===== config.mk =====
export PLATFORM = sky130hd
export DESIGN_NAME = div_unit_ctrl
export DESIGN_NICKNAME = d
export VERILOG_FILES = /design/src/rtl/div_unit_ctrl.sv
export SDC_FILE = /design/constraint.sdc
export NUM_CORES = 1
export LEC_CHECK = 0
export ABC_AREA = 1
export CAP_MARGIN = 5
export CORE_ASPECT_RATIO = 1.75
export CORE_UTILIZATION = 41
export DETAILED_ROUTE_END_ITERATION = 8
export PLACE_DENSITY_LB_ADDON = 0.08
export SYNTH_ARGS = -nofsm -noshare
export SYNTH_HDL_FRONTEND = slang
export SYNTH_SLANG_ARGS = --single-unit

===== constraint.sdc =====
create_clock -name clk -period 2.4 [get_ports clk]
set_clock_uncertainty 0.05 [all_clocks]
set_input_delay 0.24 -clock clk [delete_from_list [all_inputs] [get_ports clk]]
set_output_delay 0.24 -clock clk [all_outputs]
set_load 0.03 [all_outputs]

===== src/rtl/div_unit_ctrl.sv =====
// div_unit_ctrl
// Sequencing controller wrapped around the shared unsigned sequential divider
// core used by RV32M DIV/DIVU/REM/REMU. Requests arrive over a valid/ready
// handshake. Divide-by-zero and signed overflow are answered locally without
// touching the core. Every other request is converted to unsigned magnitudes,
// run through the core, and then sign corrected. The result is returned with
// the destination tag of the request.
module div_unit_ctrl #(
  parameter int WIDTH = 32,
  parameter int TAG_W = 5
) (
  input  logic             clk,
  input  logic             rst,
  input  logic             req_valid,
  output logic             req_ready,
  input  logic [1:0]       req_op,
  input  logic [WIDTH-1:0] req_a,
  input  logic [WIDTH-1:0] req_b,
  input  logic [TAG_W-1:0] req_tag,
  input  logic             flush,
  output logic             rsp_valid,
  input  logic             rsp_ready,
  output logic [WIDTH-1:0] rsp_data,
  output logic [TAG_W-1:0] rsp_tag,
  output logic             core_start,
  output logic [WIDTH-1:0] core_dividend,
  output logic [WIDTH-1:0] core_divisor,
  input  logic             core_busy,
  input  logic [WIDTH-1:0] core_quotient,
  input  logic [WIDTH-1:0] core_remainder
);

  // Constants for two's complement negation and for the one signed value
  // that has no positive counterpart.
  localparam logic [WIDTH-1:0] ONE     = WIDTH'(1);
  localparam logic [WIDTH-1:0] MIN_NEG = {1'b1, {(WIDTH-1){1'b0}}};
  localparam logic [WIDTH-1:0] ALL_ONE = {WIDTH{1'b1}};

  typedef enum logic [2:0] {
    IDLE   = 3'd0,
    LAUNCH = 3'd1,
    ARM    = 3'd2,
    RUN    = 3'd3,
    DONE   = 3'd4,
    DRAIN  = 3'd5
  } state_t;

  state_t state_q;

  // Registered handshake and start outputs, updated together with the state.
  logic reqReady_q;
  logic rspValid_q;
  logic coreStart_q;

  // Per-operation context captured when a request is accepted.
  logic             isRem_q,     isRem_d;
  logic             signA_q,     signA_d;
  logic             signB_q,     signB_d;
  logic             seenBusy_q,  seenBusy_d;
  logic [TAG_W-1:0] rspTag_q,    rspTag_d;
  logic [WIDTH-1:0] rspData_q,   rspData_d;
  logic [WIDTH-1:0] dividend_q,  dividend_d;
  logic [WIDTH-1:0] divisor_q,   divisor_d;

  // Request decode signals.
  logic             reqSigned;
  logic             reqSignA;
  logic             reqSignB;
  logic [WIDTH-1:0] magA;
  logic [WIDTH-1:0] magB;
  logic             divByZero;
  logic             signedOverflow;
  logic             isSpecial;
  logic [WIDTH-1:0] specialQuot;
  logic [WIDTH-1:0] specialRem;
  logic [WIDTH-1:0] specialData;
  logic             accept;

  // Core result after sign correction.
  logic [WIDTH-1:0] fixedQuot;
  logic [WIDTH-1:0] fixedRem;
  logic [WIDTH-1:0] coreResult;
  logic             runDone;

  // Decode the incoming request. This covers signs, magnitudes, special
  // cases, and the acceptance condition.
  always_comb begin
    reqSigned      = ~req_op[0];
    reqSignA       = reqSigned & req_a[WIDTH-1];
    reqSignB       = reqSigned & req_b[WIDTH-1];
    magA           = reqSignA ? (~req_a + ONE) : req_a;
    magB           = reqSignB ? (~req_b + ONE) : req_b;
    divByZero      = (req_b == '0);
    signedOverflow = reqSigned & (req_a == MIN_NEG) & (req_b == ALL_ONE);
    isSpecial      = divByZero | signedOverflow;
    specialQuot    = divByZero ? ALL_ONE : req_a;
    specialRem     = divByZero ? req_a : '0;
    specialData    = req_op[1] ? specialRem : specialQuot;
    accept         = req_valid & (state_q == IDLE) & ~flush;
  end

  // Apply sign correction to the core outputs. The quotient takes the sign
  // of a^b and the remainder takes the sign of the dividend.
  always_comb begin
    fixedQuot  = (signA_q ^ signB_q) ? (~core_quotient + ONE) : core_quotient;
    fixedRem   = signA_q ? (~core_remainder + ONE) : core_remainder;
    coreResult = isRem_q ? fixedRem : fixedQuot;
    runDone    = (state_q == RUN) & ~flush & ~core_busy;
  end

  // Compute the next value of the datapath registers. Context is captured on
  // acceptance. The result is captured when the core finishes in RUN.
  // seenBusy records that the launched operation has really reached the core.
  always_comb begin
    isRem_d    = isRem_q;
    signA_d    = signA_q;
    signB_d    = signB_q;
    seenBusy_d = seenBusy_q;
    rspTag_d   = rspTag_q;
    rspData_d  = rspData_q;
    dividend_d = dividend_q;
    divisor_d  = divisor_q;
    if (accept) begin
      isRem_d    = req_op[1];
      signA_d    = reqSignA;
      signB_d    = reqSignB;
      seenBusy_d = 1'b0;
      rspTag_d   = req_tag;
      if (isSpecial) begin
        rspData_d = specialData;
      end else begin
        dividend_d = magA;
        divisor_d  = magB;
      end
    end else begin
      if (runDone) begin
        rspData_d = coreResult;
      end
      if (core_busy && ((state_q == ARM) || (state_q == RUN) || (state_q == DRAIN))) begin
        seenBusy_d = 1'b1;
      end
    end
  end

  // Datapath registers. The core operands stay untouched between launch and
  // completion, so they remain stable for the whole core run.
  always_ff @(posedge clk or negedge rst) begin
    if (!rst) begin
      isRem_q    <= 1'b0;
      signA_q    <= 1'b0;
      signB_q    <= 1'b0;
      seenBusy_q <= 1'b0;
      rspTag_q   <= '0;
      rspData_q  <= '0;
      dividend_q <= '0;
      divisor_q  <= '0;
    end else begin
      isRem_q    <= isRem_d;
      signA_q    <= signA_d;
      signB_q    <= signB_d;
      seenBusy_q <= seenBusy_d;
      rspTag_q   <= rspTag_d;
      rspData_q  <= rspData_d;
      dividend_q <= dividend_d;
      divisor_q  <= divisor_d;
    end
  end

  // Control FSM with registered req_ready, rsp_valid and core_start.
  // A flush while the core may be running goes to DRAIN. DRAIN waits for
  // the core to finish, because the core cannot be aborted.
  always_ff @(posedge clk or negedge rst) begin
    if (!rst) begin
      state_q     <= IDLE;
      reqReady_q  <= 1'b1;
      rspValid_q  <= 1'b0;
      coreStart_q <= 1'b0;
    end else begin
      coreStart_q <= 1'b0;
      case (state_q)
        IDLE: begin
          if (accept) begin
            reqReady_q <= 1'b0;
            if (isSpecial) begin
              state_q    <= DONE;
              rspValid_q <= 1'b1;
            end else begin
              state_q     <= LAUNCH;
              coreStart_q <= 1'b1;
            end
          end
        end
        LAUNCH: begin
          state_q <= flush ? DRAIN : ARM;
        end
        ARM: begin
          if (flush) begin
            state_q <= DRAIN;
          end else if (core_busy) begin
            state_q <= RUN;
          end
        end
        RUN: begin
          if (flush) begin
            state_q <= DRAIN;
          end else if (runDone) begin
            state_q    <= DONE;
            rspValid_q <= 1'b1;
          end
        end
        DONE: begin
          if (flush || rsp_ready) begin
            state_q    <= IDLE;
            rspValid_q <= 1'b0;
            reqReady_q <= 1'b1;
          end
        end
        DRAIN: begin
          if (seenBusy_q && !core_busy) begin
            state_q    <= IDLE;
            reqReady_q <= 1'b1;
          end
        end
        default: begin
          state_q    <= IDLE;
          reqReady_q <= 1'b1;
          rspValid_q <= 1'b0;
        end
      endcase
    end
  end

  assign req_ready     = reqReady_q;
  assign rsp_valid     = rspValid_q;
  assign rsp_data      = rspData_q;
  assign rsp_tag       = rspTag_q;
  assign core_start    = coreStart_q;
  assign core_dividend = dividend_q;
  assign core_divisor  = divisor_q;

endmodule


# --- Word level (Yosys, flattened, before mapping) ---
# Cells that the tools add are included.
word_totals:
  regBits: 111
  in_bits: 141
  output_inout_bits: 104
  elab_cells: 105
op_classes:
  add_sub_neg: 4
  eq_ne: 16
  n_mux: 36
  bitwise: 20
  reduce_logical: 17
ops:
  columns: ["op", "count"]
  rows:
  - ["$mux 32", 11]
  - ["$add 32x1->32 const B", 4]
  - ["$not 32->32", 4]
  - ["$eq 32x32->1 const B", 2]
  - ["$logic_not 32->1", 1]
  - ["$mux 3", 9]
  - ["$pmux 3 s6", 1]
  - ["$mux 1", 13]
  - ["$ne 2x2->1 const B", 6]
  - ["$and 1x1->1", 8]
  - ["$pmux 1 s4", 2]
  - ["$eq 3x2->1 const B", 2]
  - ["$eq 3x3->1 const B", 2]
  - ["$ne 3x3->1 const B", 2]
  - ["$not 1->1", 6]
  - ["$reduce_and 6->1", 1]
  - ["$reduce_or 3->1", 2]
  - ["$reduce_and 5->1", 1]
  - ["$reduce_and 2->1", 2]
  - ["$reduce_and 4->1", 1]
  - ["$reduce_bool 2->1", 2]
  - ["$eq 3x1->1 const B", 1]
  - ["$logic_not 3->1", 1]
  - ["$logic_or 1x1->1", 3]
  - ["other kinds (5)", 6]

# --- Longest topological paths before layout ---
# Gate-level depths: netlist of the first run.
depth:
  ltp_word: 7
  mapped_depth: 15
  ltp_nobuf: 14

# --- Least setup slack after synthesis of the first run ---
# Ideal clock, no wire load.
synth_timing:
  path_kind: "in2reg"
  startpoint: "input req_a[0]"
  endpoint: "register rspData_q[24], in the netlist rsp_data[24]"
  setup_time_ps: 121
  t_arrival_ps: 1679
  required_time_ps: 2229
  slack_ps: 550
  stages: 13
  path_buffers: 2
  cell_sequence: "inv_1 -> ha_1 -> nand3_1 -> nor2_2 -> nand2_1 -> nor2_1 -> nand3_1 -> nand3_2 -> buf_6 -> nand2_4 -> buf_6 -> nor2_1 -> a21oi_2"
synth_via:
  elab_chain_len: 6
synth_lines:
  columns: ["item", "line", "text"]
  rows:
  - ["from (decl)", "17", "input logic [WIDTH-1:0] req_a,"]
  - ["$eq 32x32->1", "94", "signedOverflow = reqSigned & (req_a == MIN_NEG) & (req_b == ALL_ONE);"]
  - ["$and 1x1->1 (2 in series)", "94", null]
  - ["$or 1x1->1", "95", "isSpecial = divByZero | signedOverflow;"]
  - ["$ne 2x2->1 (no line)", null, null]
  - ["$reduce_and 2->1 (no line)", null, null]
  - ["to (signal assigned)", "163", "rspData_q <= rspData_d;"]
  - ["to (decl)", "61", "logic [WIDTH-1:0] rspData_q, rspData_d;"]
# No other way between the ends.
# A chain may end at the register's enable or synchronous reset.

# --- Final worst setup path of the first run ---
layout_timing:
  startpoint: "register state_q[1]"
  endpoint: "register rspData_q[30], in the netlist rsp_data[30]"
layout_via:
  elab_chain_len: 5
  word_cells_on_any_way: 10
  cone_classes: "eq/ne (2); mux (1); bitwise (4); reduce/logical (3)"
layout_lines:
  columns: ["item", "line", "text"]
  rows:
  - ["from (decl)", "48", "state_t state_q;"]
  - ["from (signal assigned)", "194", "state_q <= flush ? DRAIN : ARM;"]
  - ["$eq 3x2->1 or $logic_not 3->1 (tied branches)", "108, 99", null]
  - ["$and 1x1->1, on equally long branches (2 in series)", "108, 99", null]
  - ["$reduce_bool 2->1 (no line) or $ne 2x2->1 (tied branches)", null, null]
  - ["$reduce_and 2->1 (no line)", null, null]
# Parallel ways exist; a longest one is shown, timed or not.

==> metrics.md, run 1 <==
| Metric | Value |
|---|---|
| Synthesized Nets | `1629` |
| Worst voltage drop across the vdd grid | `0.659 mV` |
| Wire length of the first global-routing pass | `54700 µm` |
| Clock transition at the registers of the reported paths | `0.07 ns` |
| Final cell utilization of the core | `0.604` |
| CTS Sinks | `111` |
| Post-Syn Instances | `1483` |
| Final worst setup slack | `0.282 ns` |
| Net count, final | `1974` |
| Summed negative setup slack over all endpoints | `0 ns` |
| DRT Wirelength | `35900 µm` |
| Max_slew headroom | `0.671` |
| Static leakage power | `6.23 nW` |
| Endpoints failing setup | `0` |
| Worst min-delay path category | `in -> async` |
| 1st-iter DRT viols | `680` |
| Path type of the worst setup path | `reg -> reg` |
| Floorplan row count | `71` |
| Worst Setup Start Kind | `register` |
| Setup slack at placement | `-0.0712 ns` |
| Actual slew at the worst max-slew pin | `0.494 ns` |
| Maximum net fanout on the critical path | `22` |
| Total inserted antenna cells | `0` |
| ANT nets after route | `0` |
| Clock tree from TritonCTS | `done` |
| Die Area | `0.0228 mm²` |
| Fill cell count | `2129` |
| Endpoint required time on the critical path | `2.59 ns` |
| Synthesis-to-layout area growth | `43.4%` |
| Pins over their slew limit | `0` |
| H-tree Lvls | `3` |
| Yosys reg bits | `111` |
| Global route total overflow | `0` |
| Critical path endpoint category | `register` |
| Total CTS buffers | `9` |
| Worst endpoint data arrival time | `2.31 ns` |
| Worst slack on hold paths | `0.322 ns` |
| Placer Congestion | `1.01` |
| Via count | `11.0k` |
| Dpl hpwl | `29600 µm` |
| X dimension of the die | `115 µm` |
| Max Clk Rate | `0.472 GHz` |
| Count of yosys warnings during synthesis | `0` |
| Layout cell share with drive strength beyond 1 | `0.112` |
| Starting density of the core | `0.421` |
| Largest net degree at the start of global routing | `63` |
| Outcome | `completed` |
| Minimum clock period | `2.12 ns` |
| Buffers inserted by post-CTS timing repair | `0` |
| Antenna violations before repair | `0` |
| Unrepaired setup endpoints after global routing | `no` |
| Cell depth of the worst flop-to-flop path | `10` |
| Power density over the cells | `1060 mW/mm²` |
| Floorplan core area | `0.0216 mm²` |
| Detail-routed net length per standard cell | `16.9 µm` |
| Post-synthesis cell type count | `39` |
| Count of input and output buffers | `244` |
| Vias in the first global route | `10.7k` |
| GR Util All Layers | `0.320` |
| Post-synthesis sequential area ratio | `0.306` |
| Number of detailed-routing iterations run before antenna repair | `7` |
| Die extent in y | `199 µm` |
| Boundary pin count | `245` |
| DRC violations left | `0` |
| Source-to-sink clock delay at the later pin of the worst-skew pair | `0.36 ns` |
| Clock tree root buffer cell | `sky130_fd_sc_hd__clkbuf_16` |
| Post-Synthesis Mean Instance Area | `6.13 µm²` |
| Bufs on Longest Clock Path | `2` |
| Post-route clock period utilization | `0.883` |
| Netlist area before placement | `0.00909 mm²` |
| Vias per std cell | `5.18` |
| Hold violation count in the final report | `0` |
| Max-capacitance violation count | `0` |
layout by cell type (no fill, tap or decap), types with 3 or more instances in the layout:
cell type	synthesis	final
sky130_fd_sc_hd__inv_2	4	4
sky130_fd_sc_hd__o21ai_0	141	141
sky130_fd_sc_hd__buf_4	3	143
sky130_fd_sc_hd__dfrtp_1	110	110
sky130_fd_sc_hd__nor3_1	7	7
sky130_fd_sc_hd__a21oi_1	52	51
sky130_fd_sc_hd__o31ai_1	5	5
sky130_fd_sc_hd__xnor2_1	4	4
sky130_fd_sc_hd__nand3_1	148	148
sky130_fd_sc_hd__nand2_1	480	479
sky130_fd_sc_hd__o211ai_1	6	6
sky130_fd_sc_hd__nand4_1	24	24
sky130_fd_sc_hd__nor2_1	191	191
sky130_fd_sc_hd__buf_12	1	5
sky130_fd_sc_hd__nor2_2	16	16
sky130_fd_sc_hd__clkbuf_16	0	9
sky130_fd_sc_hd__nand3b_1	8	8
sky130_fd_sc_hd__o21ai_1	9	9
sky130_fd_sc_hd__or2_2	3	3
sky130_fd_sc_hd__inv_1	131	131
sky130_fd_sc_hd__clkdlybuf4s50_1	0	243
sky130_fd_sc_hd__ha_1	5	5
sky130_fd_sc_hd__xor2_1	49	49
sky130_fd_sc_hd__a31oi_1	5	5
sky130_fd_sc_hd__a21oi_2	10	11
flip-flops by register name, indices dropped and copies added, names as in the netlist, 3 cells and up:
| register | cells |
|---|---|
| core_dividend | 32 |
| core_divisor | 32 |
| rsp_data | 32 |
| rsp_tag | 5 |
| state_q | 3 |
metal layers:
metal | GRT usage | vias up | wire length (µm)
li1 | - | 5473 | -
met1 | 0.312 | 5028 | 12500
met2 | 0.622 | 402 | 19500
met3 | 0.0344 | 109 | 1550
met4 | 0.208 | 0 | 2330
met5 | 0 | - | 0
power by group:
part	switching (W)	internal (W)
combinational	0.00561	0.00344
sequential	0.000575	0.00273
clock	0.000707	0.000702
total	0.00690	0.00688
path summary, 6_finish.rpt:
check / startpoint / end / slack [ns]
min in group clk: req_tag[4] / rsp_tag[4] / 0.38
min: rst / core_divisor[6] / 0.32
max in group asynchronous: rst / req_ready / 1.20
min reg2reg: rsp_tag[2] / rsp_tag[2] / 0.42
max reg2reg: state_q[1] / rsp_data[30] / 0.28
max: state_q[1] / rsp_data[30] / 0.28
cell type report:
type | count | area, µm² | share of cell area
Tap cell | 292 | 365 | 0.0280
Clock buffer | 10 | 229 | 0.0176
Clock inverter | 5 | 35.0 | 0.00269
Inverter | 136 | 515 | 0.0395
Timing Repair Buffer | 392 | 3620 | 0.277
Multi-Input combinational cell | 1178 | 5500 | 0.422
Sequential cell | 111 | 2780 | 0.213
through the flow:
stage / total power [W] / std cells / instance area [µm²]
finish: 0.0138 / 2124 / 13000
global route: 0.0148 / 2124 / 13000
CTS: 0.0138 / 2124 / 13000
detailed placement: 0.0124 / 2108 / 12800
global placement: 0.0123 / 2108 / 12800
floorplan: 0.00847 / 1483 / 9090
cell families after synthesis:
kind of cell | after synthesis | share of synthesized area
compound gates | 233 | 0.137
xor+xnor | 53 | 0.0511
fa+ha+maj | 5 | 0.00688
buf+inv | 194 | 0.0910
flops | 111 | 0.306
simple gates | 887 | 0.408
Yosys cell counts:
cell type / number / share of area
sky130_fd_sc_hd__a21oi_1: 52 / 0.029
sky130_fd_sc_hd__or2_1: 1 / 0.00069
sky130_fd_sc_hd__nor4_1: 2 / 0.0014
sky130_fd_sc_hd__ha_1: 5 / 0.0069
sky130_fd_sc_hd__dfstp_2: 1 / 0.0029
sky130_fd_sc_hd__buf_1: 2 / 0.00083
sky130_fd_sc_hd__nor2_1: 191 / 0.079
sky130_fd_sc_hd__o21bai_1: 2 / 0.0017
sky130_fd_sc_hd__o21ai_0: 141 / 0.078
sky130_fd_sc_hd__nand2_2: 1 / 0.00069
sky130_fd_sc_hd__nand2_1: 480 / 0.20
sky130_fd_sc_hd__nand2_4: 1 / 0.0012
sky130_fd_sc_hd__nor2_4: 2 / 0.0025
sky130_fd_sc_hd__clkbuf_1: 29 / 0.012
sky130_fd_sc_hd__buf_6: 6 / 0.0074
sky130_fd_sc_hd__xnor2_1: 4 / 0.0039
sky130_fd_sc_hd__buf_2: 17 / 0.0094
sky130_fd_sc_hd__inv_1: 131 / 0.054
sky130_fd_sc_hd__clkinv_4: 1 / 0.00096
sky130_fd_sc_hd__and3_1: 1 / 0.00069
sky130_fd_sc_hd__dfrtp_1: 110 / 0.30
sky130_fd_sc_hd__nor2_2: 16 / 0.011
sky130_fd_sc_hd__o21ai_1: 9 / 0.0050
sky130_fd_sc_hd__nor3_1: 7 / 0.0039
sky130_fd_sc_hd__nand3b_1: 8 / 0.0066
sky130_fd_sc_hd__o22ai_1: 2 / 0.0014
sky130_fd_sc_hd__or2_2: 3 / 0.0021
sky130_fd_sc_hd__a21oi_2: 10 / 0.0096
sky130_fd_sc_hd__nand4_1: 24 / 0.017
sky130_fd_sc_hd__nand3_2: 2 / 0.0022
sky130_fd_sc_hd__o31ai_1: 5 / 0.0041
sky130_fd_sc_hd__buf_12: 1 / 0.0022
sky130_fd_sc_hd__a31oi_1: 5 / 0.0034
sky130_fd_sc_hd__o211ai_1: 6 / 0.0050
sky130_fd_sc_hd__buf_4: 3 / 0.0025
sky130_fd_sc_hd__xor2_1: 49 / 0.047
sky130_fd_sc_hd__inv_2: 4 / 0.0017
sky130_fd_sc_hd__nand3_1: 148 / 0.081
sky130_fd_sc_hd__a22o_1: 1 / 0.00096
worst max-delay path: stages (launching register included):
cell and delay (ns):
sky130_fd_sc_hd__dfrtp_1 0.43, sky130_fd_sc_hd__nor2_1 0.19, sky130_fd_sc_hd__nand2_1 0.17, sky130_fd_sc_hd__nor2_4 0.12
sky130_fd_sc_hd__buf_4 0.26, sky130_fd_sc_hd__nand3_4 0.15, sky130_fd_sc_hd__nand2_4 0.20, sky130_fd_sc_hd__clkinv_4 0.11
sky130_fd_sc_hd__buf_12 0.16, sky130_fd_sc_hd__nor2_2 0.10, sky130_fd_sc_hd__a21oi_2 0.05
timing repair:
| item | 4_1_cts | 5_1_grt |
|---|---|---|
| endpoints found under the setup margin | 0 | 5 |
| resized for setup | 0 | 2 |
| hold endpoints to repair | 32 | 0 |
| hold buffers | 1 | 0 |
Note: power is estimated with default switching activity, not from simulation.
==> run 2, diff against run 1 <==
CTS_BUF_LIST = sky130_fd_sc_hd__clkbuf_16   (was not set)
CTS_CLUSTER_SIZE = 20   (was not set)
==> run 2 against run 1 <==
  * Worst setup slack worse by 0.0019 ns
  * Die area stayed put
  * Power hardly changed
  * Routed wire length hardly changed
  * Largest cell class unchanged
==> metrics.md, run 2 (synthesis gave the netlist of run 1 again) <==
| Metric | Value |
|---|---|
| Outcome | `completed (unchanged)` |
| Power density over the cells | `1060 mW/mm² (about the same)` |
| Total inserted antenna cells | `0 (unchanged)` |
| Post-layout power | `0.0138 W (about the same)` |
| Highest cell delay on the worst timing path | `0.41 ns (was 0.43 ns)` |
| Switching part of the total power | `0.501 (about the same)` |
| Antenna violations before repair | `0 (unchanged)` |
| Floorplan row count | `71 (unchanged)` |
| Die Area | `0.0228 mm² (unchanged)` |
| Maximum net fanout on the critical path | `11 (was 22)` |
| Max_slew headroom | `0.671 (about the same)` |
| Net switching power of the design | `0.00689 W (was 0.00690 W)` |
| Post-route standard cell area excluding fillers | `0.0130 mm² (unchanged)` |
| Final cell utilization of the core | `0.604 (unchanged)` |
| Placer Congestion | `1.01 (unchanged)` |
| DRT Wirelength | `35900 µm (about the same)` |
| Bufs on Longest Clock Path | `2 (unchanged)` |
| Slack of the worst reg-to-reg path | `0.28 ns (about the same)` |
| Most frequent CP cell | `sky130_fd_sc_hd__nand2_1` |
| Max Clk Rate | `0.472 GHz (about the same)` |
| Detail-routed net length per standard cell | `16.9 µm (about the same)` |
| Post-route clock period utilization | `0.883 (about the same)` |
| Worst Setup Start Kind | `register (unchanged)` |
| Beginning of the critical path | `signA_q (was state_q[1])` |
| Vias in the first global route | `10.7k (unchanged)` |
| Critical path endpoint category | `register (unchanged)` |
| Count of input and output buffers | `244 (unchanged)` |
| GR Util All Layers | `0.320 (unchanged)` |
| 1st-iter DRT viols | `679 (was 680)` |
| Capturing point of the worst reg2reg path | `rsp_data[30] (unchanged)` |
| Sequential group share of total power | `0.240 (about the same)` |
| Combinational share of power | `0.657 (about the same)` |
| Wire length of the first global-routing pass | `54700 µm (unchanged)` |
| H-tree Lvls | `3 (unchanged)` |
| DRC violations left | `0 (unchanged)` |
| Die extent in y | `199 µm (unchanged)` |
| Clock transition at the registers of the reported paths | `0.07 ns (about the same)` |
| Boundary pin count | `245 (unchanged)` |
| Clock tree root buffer cell | `sky130_fd_sc_hd__clkbuf_16 (unchanged)` |
| Part of the power in the clock network | `0.102 (about the same)` |
| Worst voltage drop across the vdd grid | `0.659 mV (about the same)` |
| Post-placement cell area | `0.0128 mm² (unchanged)` |
| Dpl hpwl | `29600 µm (unchanged)` |
| Starting density of the core | `0.421 (unchanged)` |
| Standard cell with the maximum stage delay on the critical path | `sky130_fd_sc_hd__dfrtp_1 (unchanged)` |
| Worst slack on hold paths | `0.322 ns (about the same)` |
| Critical R2R Launch | `signA_q (was state_q[1])` |
| Endpoint required time on the critical path | `2.63 ns (was 2.59 ns)` |
| Int Power | `0.00687 W (was 0.00688 W)` |
| Actual slew at the worst max-slew pin | `0.494 ns (about the same)` |
| Layout cell share with drive strength beyond 1 | `0.112 (unchanged)` |
| Critical Path, Cell by Cell | `inv_2 -> nand2_1 -> nand2_2 -> nand2_1 -> nand3_1 -> nor2_1 -> nand2_1 -> nand2_1 -> nand3_1 -> nand2_1 -> nand2_1 -> a21oi_2 (was nor2_1 -> nand2_1 -> nor2_4 -> buf_4 -> nand3_4 -> nand2_4 -> clkinv_4 -> buf_12 -> nor2_2 -> a21oi_2)` |
| Critical path's top delay family | `simple AND/OR/NAND/NOR gates (unchanged)` |
| Total buffers and inverters traversed by the critical path | `1 (was 3)` |
| Largest net degree at the start of global routing | `63 (unchanged)` |
| Global route total overflow | `0 (unchanged)` |
| Via count | `11.0k (about the same)` |
| Minimum clock period | `2.12 ns (about the same)` |
| Max-capacitance violation count | `0 (unchanged)` |
| Net count, final | `1974 (unchanged)` |
| Synthesis-to-layout area growth | `43.4% (unchanged)` |
| Most common cell after layout, fill and taps aside | `sky130_fd_sc_hd__nand2_1 (unchanged)` |
| Source-to-sink clock delay at the later pin of the worst-skew pair | `0.36 ns (about the same)` |
| X dimension of the die | `115 µm (unchanged)` |
| Static leakage power | `6.24 nW (was 6.23 nW)` |
| Floorplan core area | `0.0216 mm² (unchanged)` |
| Most frequent cells in the layout | `sky130_fd_sc_hd__nand2_1 (479), sky130_fd_sc_hd__clkdlybuf4s50_1 (243), sky130_fd_sc_hd__nor2_1 (191) (unchanged)` |
| Vias per std cell | `5.19 (was 5.18)` |
| Number of detailed-routing iterations run before antenna repair | `5 (was 7)` |
| Pins over their slew limit | `0 (unchanged)` |
| Hold violation count in the final report | `0 (unchanged)` |
| Unrepaired setup endpoints after global routing | `no (unchanged)` |
| CTS Sinks | `111 (unchanged)` |
| Clock tree from TritonCTS | `done (unchanged)` |
| Endpoints failing setup | `0 (unchanged)` |
| Cell depth of the worst flop-to-flop path | `12 (was 10)` |
| Total CTS buffers | `9 (unchanged)` |
| Worst min-delay path category | `in -> async (unchanged)` |
| Worst endpoint data arrival time | `2.35 ns (was 2.31 ns)` |
| Path type of the worst setup path | `reg -> reg (unchanged)` |
| ANT nets after route | `0 (unchanged)` |
run 2: how the worst max path moves through the flow:
stage / endpoint / slack [ns] / cells after the start
floorplan: rsp_data[24] / 0.55 / 13
CTS: rsp_data[30] / 0.10 / 11
finish: rsp_data[30] / 0.28 / 12
detailed placement: rsp_data[11] / -0.07 / 13
global route: state_q[2] / 0.01 / 10
global placement: rsp_data[0] / -0.04 / 13
run 2: layout make-up:
type	instances	area [µm²]
sequential	111	2780
inverter	136	515
clock buffer	9	225
tap	292	365
clock inverter	6	38.8
timing repair buffer	392	3620
multi-input combinational	1178	5500
fill	2129	8550
run 2: metal layers:
layer / global-route usage / routed length [µm] / up-vias
met2: 0.622 / 19500 / 402
li1: - / - / 5472
met1: 0.312 / 12500 / 5033
met5: 0 / 0 / -
met3: 0.0344 / 1550 / 109
met4: 0.208 / 2330 / 0
run 2: power by group through the flow:
| stage | clock [W] | sequential [W] | combinational, W |
|---|---|---|---|
| 2_1_floorplan | 0 | 0.00481 | 0.00366 |
| 3_3_place_gp | 0 | 0.00333 | 0.00895 |
| 3_5_place_dp | 0 | 0.00334 | 0.00903 |
| 4_1_cts | 0.00144 | 0.00332 | 0.00906 |
| 5_1_grt | 0.00151 | 0.00341 | 0.00987 |
| 6_report | 0.00141 | 0.00331 | 0.00905 |
run 2: timing repair:
item	CTS	global route
hold buffers	1	0
setup endpoints to repair	0	5
resized for setup	0	2
setup buffers	0	0
endpoints found under the hold margin	32	0
run 2: metrics by stage:
step / setup WS (ns) / std cells / TNS [ns]
4_1_cts: 0.101 / 2124 / 0
3_5_place_dp: -0.0712 / 2108 / -1.84
2_1_floorplan: 0.550 / 1483 / 0
5_1_grt: 0.0139 / 2124 / 0
6_report: 0.280 / 2124 / 0
3_3_place_gp: -0.0446 / 2108 / -1.08
==> run 3, diff against run 2 <==
CTS_BUF_LIST = sky130_fd_sc_hd__clkbuf_2 sky130_fd_sc_hd__clkbuf_4 sky130_fd_sc_hd__clkbuf_8   (was sky130_fd_sc_hd__clkbuf_16)
==> run 3 against run 2 <==
  * Die area stayed put
  * Worst hold slack worse by 0.046 ns
  * Power is 2.7% lower
  * Routed wire length is 0.56% lower
  * Maximum frequency is 0.76% higher
  * Register-to-register slack better by 0.02 ns
  * Clock power is 26% lower
  * Worst setup slack better by 0.016 ns
  * Largest cell class unchanged
  * Cell area is 0.75% lower
  * Sequential cell count stayed put
  * Critical path depth is 2 lower
  * Sequential power hardly changed
==> metrics.md, run 3 (synthesis gave the netlist of run 1 again) <==
| Metric | Value |
|---|---|
| Minimum clock period | `2.10 ns (was 2.12 ns)` |
| Highest cell delay on the worst timing path | `0.44 ns (was 0.41 ns)` |
| Power density over the cells | `1040 mW/mm² (was 1060 mW/mm²)` |
| Net count, final | `1974 (unchanged)` |
| Most common cell after layout, fill and taps aside | `sky130_fd_sc_hd__nand2_1 (unchanged)` |
| Multi-input gate area in the final layout | `0.00550 mm² (unchanged)` |
| Outcome | `completed (unchanged)` |
| Via count | `11.0k (about the same)` |
| Starting density of the core | `0.421 (unchanged)` |
| Capturing point of the worst reg2reg path | `rsp_data[2] (was rsp_data[30])` |
| Post-placement cell area | `0.0128 mm² (unchanged)` |
| Worst Setup Start Kind | `register (unchanged)` |
| H-tree Lvls | `3 (unchanged)` |
| 1st-iter DRT viols | `668 (was 679)` |
| Static leakage power | `6.19 nW (was 6.24 nW)` |
| Maximum net fanout on the critical path | `22 (was 11)` |
| Clock transition at the registers of the reported paths | `0.10 ns (was 0.07 ns)` |
| Antenna violations before repair | `0 (unchanged)` |
| Max-capacitance violation count | `0 (unchanged)` |
| Dpl hpwl | `29600 µm (unchanged)` |
| Critical Path, Cell by Cell | `nor2_1 -> nand2_1 -> nor2_4 -> buf_4 -> nand3_4 -> nand2_4 -> clkinv_4 -> buf_12 -> o21ai_1 -> nand2_1 (was inv_2 -> nand2_1 -> nand2_2 -> nand2_1 -> nand3_1 -> nor2_1 -> nand2_1 -> nand2_1 -> nand3_1 -> nand2_1 -> nand2_1 -> a21oi_2)` |
| Clock tree root buffer cell | `sky130_fd_sc_hd__clkbuf_8 (was sky130_fd_sc_hd__clkbuf_16)` |
| Post-route standard cell area excluding fillers | `0.0129 mm² (was 0.0130 mm²)` |
| Cell depth of the worst flop-to-flop path | `10 (was 12)` |
| Floorplan core area | `0.0216 mm² (unchanged)` |
| GR Util All Layers | `0.319 (was 0.320)` |
| Vias in the first global route | `10.7k (about the same)` |
| Count of input and output buffers | `244 (unchanged)` |
| Worst min-delay path category | `in -> async (unchanged)` |
| Post-route clock period utilization | `0.877 (was 0.883)` |
| X dimension of the die | `115 µm (unchanged)` |
| Unrepaired setup endpoints after global routing | `no (unchanged)` |
| Most frequent cells in the layout | `sky130_fd_sc_hd__nand2_1 (479), sky130_fd_sc_hd__clkdlybuf4s50_1 (243), sky130_fd_sc_hd__nor2_1 (191) (unchanged)` |
| DRT Wirelength | `35700 µm (was 35900 µm)` |
| Part of the power in the clock network | `0.078 (was 0.102)` |
| Critical path endpoint category | `register (unchanged)` |
| Critical R2R Launch | `state_q[1] (was signA_q)` |
| Slack of the worst reg-to-reg path | `0.30 ns (was 0.28 ns)` |
| Crit path capture | `rsp_data[2] (was rsp_data[30])` |
| DRC violations left | `0 (unchanged)` |
| Die Area | `0.0228 mm² (unchanged)` |
| Source-to-sink clock delay at the later pin of the worst-skew pair | `0.39 ns (was 0.36 ns)` |
| Boundary pin count | `245 (unchanged)` |
| Die extent in y | `199 µm (unchanged)` |
| Endpoint required time on the critical path | `2.65 ns (was 2.63 ns)` |
| Pins over their slew limit | `0 (unchanged)` |
| Wire length of the first global-routing pass | `54600 µm (was 54700 µm)` |
| Worst endpoint data arrival time | `2.35 ns (about the same)` |
| Layout cell share with drive strength beyond 1 | `0.112 (about the same)` |
| Largest net degree at the start of global routing | `63 (unchanged)` |
| Most frequent CP cell | `sky130_fd_sc_hd__nand2_1 (unchanged)` |
| Path type of the worst setup path | `reg -> reg (unchanged)` |
| Actual slew at the worst max-slew pin | `0.497 ns (was 0.494 ns)` |
| Bufs on Longest Clock Path | `2 (unchanged)` |
| Placer Congestion | `1.01 (unchanged)` |
| Vias per std cell | `5.16 (was 5.19)` |
| Sequential group share of total power | `0.247 (was 0.240)` |
| Buffers inserted by post-CTS timing repair | `0 (unchanged)` |
| Final worst setup slack | `0.296 ns (was 0.280 ns)` |
| Setup slack at placement | `-0.0712 ns (unchanged)` |
| Beginning of the critical path | `state_q[1] (was signA_q)` |
| Floorplan row count | `71 (unchanged)` |
| Global route total overflow | `0 (unchanged)` |
| Max_slew headroom | `0.669 (was 0.671)` |
| Number of detailed-routing iterations run before antenna repair | `7 (was 5)` |
| Hold violation count in the final report | `0 (unchanged)` |
| Total CTS buffers | `9 (unchanged)` |
| Endpoints failing setup | `0 (unchanged)` |
| Worst voltage drop across the vdd grid | `0.665 mV (was 0.659 mV)` |
| Area taken by flip-flops and latches | `0.00278 mm² (unchanged)` |
| Synthesis-to-layout area growth | `42.4% (was 43.4%)` |
| Standard cell with the maximum stage delay on the critical path | `sky130_fd_sc_hd__dfrtp_1 (unchanged)` |
| ANT nets after route | `0 (unchanged)` |
| Switching part of the total power | `0.511 (was 0.501)` |
| Max Clk Rate | `0.475 GHz (was 0.472 GHz)` |
| Fill cell count | `2140 (was 2129)` |
| Total inserted antenna cells | `0 (unchanged)` |
| CTS Sinks | `111 (unchanged)` |
| Int Power | `0.00656 W (was 0.00687 W)` |
| Net switching power of the design | `0.00684 W (was 0.00689 W)` |
| Detail-routed net length per standard cell | `16.8 µm (was 16.9 µm)` |
| Clock tree from TritonCTS | `done (unchanged)` |
| Combinational share of power | `0.675 (was 0.657)` |
run 3: cell types whose count changed in the layout (fill, tap and decap cells not counted):
cell	change
sky130_fd_sc_hd__inv_1	-1
sky130_fd_sc_hd__clkbuf_4	+1
sky130_fd_sc_hd__clkbuf_8	+9
sky130_fd_sc_hd__clkbuf_16	-9
run 3: worst min-delay path by stage:
| stage | endpoint | depth (start not counted) |
|---|---|---|
| 2_1_floorplan | core_dividend[0] | 0 |
| 3_3_place_gp | core_divisor[6] | 1 |
| 3_5_place_dp | core_divisor[6] | 1 |
| 4_1_cts | core_divisor[6] | 2 |
| 5_1_grt | core_divisor[6] | 2 |
| 6_report | core_divisor[6] | 2 |
run 3: repair_timing:
action,CTS,global route
resized for setup,0,2
hold buffers,1,0
endpoints found under the hold margin,32,0
endpoints found under the setup margin,0,5
run 3: area by class of cell:
class | count | share of cell area
clock buffers | 10 | 0.0102
well taps | 292 | 0.0282
repair buffers | 392 | 0.279
clock inverters | 5 | 0.00271
multi-input cells | 1178 | 0.425
flip-flops and latches | 111 | 0.215
inverters | 136 | 0.0398
run 3: critical path, delay by kind of cell, from the launching register on:
kind	cells	cell delay (ns)
flip-flops	1	0.44
AND/OR/NAND/NOR	6	0.87
buffers and inverters	3	0.54
AO/OA/AOI/OAI	1	0.08
run 3: power groups by stage:
stage / combinational (W) / clock, W / sequential [W]
2_1_floorplan: 0.00366 / 0 / 0.00481
3_3_place_gp: 0.00895 / 0 / 0.00333
3_5_place_dp: 0.00903 / 0 / 0.00334
4_1_cts: 0.00906 / 0.00108 / 0.00332
5_1_grt: 0.00987 / 0.00115 / 0.00341
6_report: 0.00905 / 0.00105 / 0.00331
run 3: per-layer routing:
layer,GRT usage,up-vias,part of all wire
met5,0,-,0
met4,0.216,0,0.069
met3,0.0350,113,0.044
met2,0.617,371,0.54
met1,0.310,5016,0.35
li1,-,5464,-
run 3: through the flow:
| stage | util | hold slack (ns) | power (W) | setup TNS, ns | instances |
|---|---|---|---|---|---|
| after floorplan | - | -0.106 | 0.00847 | 0 | 1483 |
| after CTS | 0.599 | 0.281 | 0.0135 | 0 | 2124 |
| after detailed placement | 0.591 | 0.182 | 0.0124 | -1.84 | 2108 |
| after global placement | 0.591 | 0.185 | 0.0123 | -1.08 | 2108 |
| final | 0.599 | 0.276 | 0.0134 | 0 | 2124 |
| after global routing | 0.599 | 0.310 | 0.0144 | 0 | 2124 |
